`src/rtl/module_serial_subtractor.sv`:
```
// Bit-serial subtractor: one full-subtractor cell and a borrow flop resolve
// a_i - b_i - borrow_i LSB first over RCAWIDE cycles, with valid/ready on both sides.
module module_serial_subtractor #(
    parameter int RCAWIDE = 8
) (
    input  logic               clk_i,
    input  logic               rst_n_i,
    input  logic               valid_i,
    output logic               ready_o,
    input  logic [RCAWIDE-1:0] a_i,
    input  logic [RCAWIDE-1:0] b_i,
    input  logic               borrow_i,
    output logic               valid_o,
    input  logic               ready_i,
    output logic [RCAWIDE-1:0] diff_o,
    output logic               borrow_o
);

    localparam int CW = (RCAWIDE > 1) ? $clog2(RCAWIDE) : 1;
    localparam logic [CW-1:0] LAST_BIT = CW'(RCAWIDE - 1);

    typedef enum logic [1:0] {
        IDLE = 2'd0,
        RUN  = 2'd1,
        DONE = 2'd2
    } state_t;

    // Returns {borrow_next, difference_bit} for one bit position.
    function automatic logic [1:0] sub_cell(input logic a, input logic b, input logic br);
        sub_cell = {(~a & b) | (~(a ^ b) & br), a ^ b ^ br};
    endfunction

    state_t             state_q;
    logic [CW-1:0]      cnt_q;
    logic [RCAWIDE-1:0] a_q;
    logic [RCAWIDE-1:0] b_q;
    logic               br_q;
    logic [RCAWIDE-1:0] res_q;
    logic               valid_q;
    logic [RCAWIDE-1:0] diff_q;
    logic               borrow_q;

    logic [1:0]         cell_s;
    logic [RCAWIDE:0]   res_ext_s;
    logic [RCAWIDE-1:0] res_d;
    logic [RCAWIDE-1:0] a_d;
    logic [RCAWIDE-1:0] b_d;
    logic               br_d;

    // Serial datapath: next values of the shift registers for the current bit.
    always_comb begin
        cell_s    = sub_cell(a_q[0], b_q[0], br_q);
        res_ext_s = {cell_s[0], res_q};
        res_d     = res_ext_s[RCAWIDE:1];
        br_d      = cell_s[1];
        a_d       = a_q >> 1;
        b_d       = b_q >> 1;
    end

    // Ready is forced low while reset is held so nothing is accepted during it.
    always_comb begin
        ready_o = rst_n_i & (state_q == IDLE);
    end

    // Control FSM with registered result outputs.
    always_ff @(posedge clk_i) begin
        if (!rst_n_i) begin
            state_q  <= IDLE;
            cnt_q    <= {CW{1'b0}};
            a_q      <= {RCAWIDE{1'b0}};
            b_q      <= {RCAWIDE{1'b0}};
            br_q     <= 1'b0;
            res_q    <= {RCAWIDE{1'b0}};
            valid_q  <= 1'b0;
            diff_q   <= {RCAWIDE{1'b0}};
            borrow_q <= 1'b0;
        end else begin
            case (state_q)
                IDLE: begin
                    if (valid_i && ready_o) begin
                        a_q     <= a_i;
                        b_q     <= b_i;
                        br_q    <= borrow_i;
                        cnt_q   <= {CW{1'b0}};
                        state_q <= RUN;
                    end else begin
                        state_q <= IDLE;
                    end
                end
                RUN: begin
                    a_q   <= a_d;
                    b_q   <= b_d;
                    br_q  <= br_d;
                    res_q <= res_d;
                    cnt_q <= cnt_q + CW'(1);
                    // res_d/br_d already include the MSB on the last bit edge.
                    if (cnt_q == LAST_BIT) begin
                        diff_q   <= res_d;
                        borrow_q <= br_d;
                        valid_q  <= 1'b1;
                        state_q  <= DONE;
                    end else begin
                        state_q <= RUN;
                    end
                end
                DONE: begin
                    if (ready_i) begin
                        valid_q <= 1'b0;
                        state_q <= IDLE;
                    end else begin
                        state_q <= DONE;
                    end
                end
                default: begin
                    valid_q <= 1'b0;
                    state_q <= IDLE;
                end
            endcase
        end
    end

    assign valid_o  = valid_q;
    assign diff_o   = diff_q;
    assign borrow_o = borrow_q;

endmodule

```
`config.mk`:
```
export PLATFORM = sky130hd
export DESIGN_NAME = module_serial_subtractor
export DESIGN_NICKNAME = d
export VERILOG_FILES = /design/src/rtl/module_serial_subtractor.sv
export SDC_FILE = /design/constraint.sdc
export NUM_CORES = 1
export LEC_CHECK = 0
export ABC_CLOCK_PERIOD_IN_PS = 1250
export BUFFER_PORTS_ARGS = -buffer_cell sky130_fd_sc_hd__clkbuf_2
export CORE_MARGIN = 5
export CORE_UTILIZATION = 40
export CTS_BUF_LIST = sky130_fd_sc_hd__clkbuf_4 sky130_fd_sc_hd__clkbuf_8
export DETAILED_ROUTE_END_ITERATION = 10
export GPL_TIMING_DRIVEN = 0
export PLACE_DENSITY_LB_ADDON = 0.15
export SETUP_SLACK_MARGIN = 0.15
export SYNTH_ARGS = -nofsm -noshare
export SYNTH_HDL_FRONTEND = slang
export SYNTH_SLANG_ARGS = --single-unit
```
`constraint.sdc`:
```
create_clock -name clk_i -period 1.25 [get_ports clk_i]
set_input_delay 0.125 -clock clk_i [delete_from_list [all_inputs] [get_ports clk_i]]
set_output_delay 0.125 -clock clk_i [all_outputs]
set_load 0.01 [all_outputs]
```
**Word level (Yosys, flattened, before mapping)**

Cells that the tools add are included.

- Add/sub/neg operators: 1
- $mul: 0
- Div/mod/pow operators: 0
- $lt $le $gt $ge: 0
- Equal/unequal tests: 6
- Shift operators: 0
- Muxes and demuxes: 15
- Bitwise gates (word level): 9
- Reductions and logical operators: 6

Operators with widths:

| kind | count |
|---|---|
| $pmux W8 S2 | 2 |
| $mux W8 | 2 |
| $pmux W2 S3 | 1 |
| $pmux W3 S2 | 1 |
| $mux W1 | 4 |
| $mux W2 | 2 |
| $ne A2 B2 Y1 const B | 2 |
| $reduce_and A2 Y1 | 2 |
| $add A3 B1 Y3 const B | 1 |
| $and A1 B1 Y1 | 3 |
| $eq A3 B3 Y1 const B | 1 |
| $mux W3 | 1 |
| $not A1 Y1 | 3 |
| $pmux W1 S3 | 1 |
| $reduce_and A3 Y1 | 1 |
| $eq A2 B1 Y1 const B | 1 |
| $eq A2 B2 Y1 const B | 1 |
| $logic_not A2 Y1 | 1 |
| $ne A2 B1 Y1 const B | 1 |
| $pmux W1 S2 | 1 |
| $reduce_bool A2 Y1 | 1 |
| $xor A1 B1 Y1 | 2 |
| $logic_and A1 B1 Y1 | 1 |
| $or A1 B1 Y1 | 1 |

- Flip-flop bits (word level): 40
- Latch bits: 0
- RAM bits: 0
- ROM bits: 0
- Output and inout port bits: 11
- Logic and storage cells: 46
- Memories kept: 0

**Depth between registers and ports, before layout**

- Depth in word-level cells: 5
- Mapped depth: 6

**Worst setup path before layout**

No wires, ideal clock.

- Kind: register -> register
- From: register cnt_q[0]
- To: register borrow_q (netlist: borrow_o)
- Setup time: 116 ps
- Data arrival time: 1,182 ps
- Data required time: 1,134 ps
- Setup slack: -48 ps
- Cell stages (with the launch flop): 6
- Buffers on the path: 1
- Path through: dfxtp_1 -> ha_1 -> ha_1 -> and3b_1 -> buf_4 -> o211a_1

- Word-level cells in the longest chain between the ends: 2

RTL lines:

| what | RTL line | RTL |
|---|---|---|
| start: declaration | 34 | `logic [CW-1:0] cnt_q;` |
| start signal: assignment | 69 | `cnt_q <= {CW{1'b0}};` |
| start signal: assignment | 84 | `cnt_q <= {CW{1'b0}};` |
| start signal: assignment | 95 | `cnt_q <= cnt_q + CW'(1);` |
| $eq A3 B3 Y1 | 97 | `if (cnt_q == LAST_BIT) begin` |
| $reduce_and A2 Y1 (no source line) | - |  |
| end signal: assignment | 99 | `borrow_q <= br_d;` |
| end: declaration | 41 | `logic borrow_q;` |

Every way passes these cells.
A chain may end at the register's enable or synchronous reset.

**Final worst setup path**

Ends and elaborated chain as after synthesis.

==> out/qor.yml <==
stdcell_count: 291
synth-xor-area-share_pct: 0
crit_type: "flop to flop"
rsz0062_at_grt: "yes"
drc_errors: 0
end_kind: "flop"
hp-class: "input port to flop"
muxShareOfSynthArea_pct: 1.22
root_buffer: "clkbuf_8"
grt_pass1_wl_mm: 6.68
synth_compound_area_share_pct: 26.8
final_antenna_net_count: 0
fill_cells: 344
synthAdderAreaFrac_pct: 2.74
netlist_area_um2: 1650
worst-endpoint-arrival_ns: 1.49
clock_path_buffers: 2
status: "finished, violations left"
startpoint_type: "flop"
violations: "setup timing"
grt_max_degree: 12
drtPass1Iterations: 4
grt_pass1_vias: 1437
io-pin-count: 32
clk_pin_slew_worst_paths_ns: 0.07
dpl.hpwl_mm: 2.59
cts_made_buffers: 5
powerDensity_nw_per_um2: 1120
cap_violations: 0
cp_max_fo: 10
drive_gt1_share_pct: 47.3
hold_violations: 0
ir_drop_uv: 725
antenna_found_initial: 0
fin_nets: 265
maxSlewHeadroom_pct: 60.6
final_util_pct: 60.9
drt-vias-per-instance: 5.10
clock-sinks: 39
num_antenna_cells: 0
yosysUniqueCellTypes: 31
grtUsageTotal_pct: 15.8
core_um2: 4000
syn_to_final_growth_pct: 48.1
wl_per_cell_um: 14.8
h-tree-depth: 2
synth.area.top_cells: "dfxtp_1 (47%), nand2_1 (8.0%), a21boi_0 (7.3%), o21ai_0 (5.2%), o2bb2ai_1 (4.8%)"
drtIter0Drc: 69
setup_ws_ns: -0.0493
globalRouteOverflowTotal: 0
worst_pin_slew_ns: 0.590
critPathRequiredTime_ns: 1.44
portBuffers: 31
synth_top_family_by_area: "compound AO/OA/AOI/OAI gates"
wirelength_mm: 4.31
yosys_warnings: 0
netlist_instances: 192
cts_tree: "built"
clkLatencyLatePin_ns: 0.29
synth-edff-count: 0
syn_area_per_cell_um2: 8.57
timing.final.crit_share_pct: 104
rows: 23
gp_congestion: 0.818
p_leak_nw: 0.958
vias: 1485
die_y_um: 74.1
synth_top_area_cell: "dfxtp_1"
drv_slew: 0
synth_fp_nets: 216
synthSimpleGateAreaFrac_pct: 16.2
skew_ns: 0.00406
dp_cells: 273
synthArstFlopShare_pct: 0
ys_ff_latch: 39
synth-seq-area-share_pct: 47.5
min_period_ns: 1.30
fmax_mhz: 770
synth_top_area_share_pct: 47.5
die-area_um2: 5500
die_w_um: 74.1
initial_core_util_pct: 41.1
synth_ff_type: "dfxtp_1"
setup_viol: 1
[flip-flops by register name, indices dropped and copies added, names as in the netlist]
signal / flops
state_q: 2
diff_o: 8
res_q: 7
br_q: 1
valid_o: 1
a_q: 8
b_q: 8
borrow_o: 1
cnt_q: 3
[logic make-up (layout without fill, tap and decap cells)]
kind of cell | after synthesis | after routing
muxes | 2 | 2
buffers and inverters | 19 | 68
AOI/OAI and AO/OA | 68 | 68
adders and majority gates | 3 | 3
DFF | 39 | 39
and+or+nand+nor | 61 | 61
[layer usage]
metal	up-vias	track usage, %	wire [um]
met1	689	21.6	2060
met5	-	0	0
met3	8	4.05	180
met4	0	6.04	54
li1	759	-	-
met2	29	23.9	2010
[power breakdown]
part	leakage (nW)	switching (mW)	total, mW	internal [mW]
sequential	0.322	0.0554	1.36	1.31
combinational	0.589	0.258	0.519	0.261
clock	0.0470	0.419	0.852	0.433
[worst max-delay path, cell delays in order, from the launching register on]
cell	delay, ns
dfxtp_4	0.36
ha_4	0.16
ha_4	0.15
and3b_1	0.18
buf_6	0.14
o211a_1	0.20
[cell usage after synthesis, types with 2 or more instances]
library cell   n
a21boi_0      16
a21oi_1       15
buf_2          6
buf_4          3
clkbuf_1       4
dfxtp_1       39
ha_1           2
inv_1          5
mux2i_1        2
nand2_1       35
nand2b_1       2
nand3_1        2
nor2_1        14
nor2b_1        2
o21ai_0       17
o22ai_1        5
o2bb2ai_1      9
[metrics by stage]
stage / power [mW] / hold WS (ns) / area (um2) / setup slack (ns) / TNS (ns)
final: 2.73 / 0.0725 / 2440 / -0.0493 / -0.0493
after global routing: 2.86 / 0.0964 / 2440 / -0.0988 / -0.530
after CTS: 2.60 / 0.0866 / 2150 / -0.0453 / -0.0453
after detailed placement: 1.68 / 0.378 / 1900 / -0.156 / -0.799
after global placement: 1.68 / 0.365 / 1900 / -0.128 / -0.508
after floorplan: 1.58 / 0.269 / 1690 / 0.0305 / 0
[timing repair]
action                                  CTS  global route
gates cloned                              2             2
endpoints found under the setup margin   30            40
resized for setup                        33            64
hold buffers                              0             0
pin swaps                                12            12
setup buffers                             5             2
[final cells by class]
| type | instances | area [um2] | area share (%) |
|---|---|---|---|
| Multi-Input combinational cell | 134 | 1040 | 42.9 |
| Sequential cell | 39 | 795 | 32.6 |
| Timing Repair Buffer | 42 | 302 | 12.4 |
| Buffer | 14 | 125 | 5.13 |
| Clock buffer | 6 | 82.6 | 3.39 |
| Tap cell | 50 | 62.6 | 2.57 |
| Inverter | 5 | 21.3 | 0.873 |
| Clock inverter | 1 | 5.00 | 0.205 |
[final timing paths]
kind                            cells after the start         to  slack, ns  startpoint
worst min register to register                      2  diff_o[5]       0.45   diff_o[5]
worst max register to register                      5   borrow_o      -0.05    cnt_q[0]
worst max-delay path                                5   borrow_o      -0.05    cnt_q[0]
worst min-delay path                                3     b_q[7]       0.07      b_i[7]
[placed cells by master, fill, tap and decap left out, drive strengths merged]
cell     synthesis  routed
a311oi           1       1
clkinv           0       1
o31ai            1       1
clkbuf           5      42
a21oi           15      15
dfxtp           39      39
and3             1       1
nor2b            2       2
and2b            1       1
nand3b           1       1
o21ai           17      17
o21ba            1       1
fa               1       1
nand2           35      35
a21boi          17      17
nand3            2       2
o2bb2ai          9       9
o22ai            5       5
inv              5       5
nand4bb          1       1
and3b            1       1
and2             1       1
nand2b           2       2
o211a            1       1
nor2            14      14
buf              9      20
o21a             1       1
ha               2       2
mux2i            2       2
Note: power is estimated with default switching activity, not from simulation.
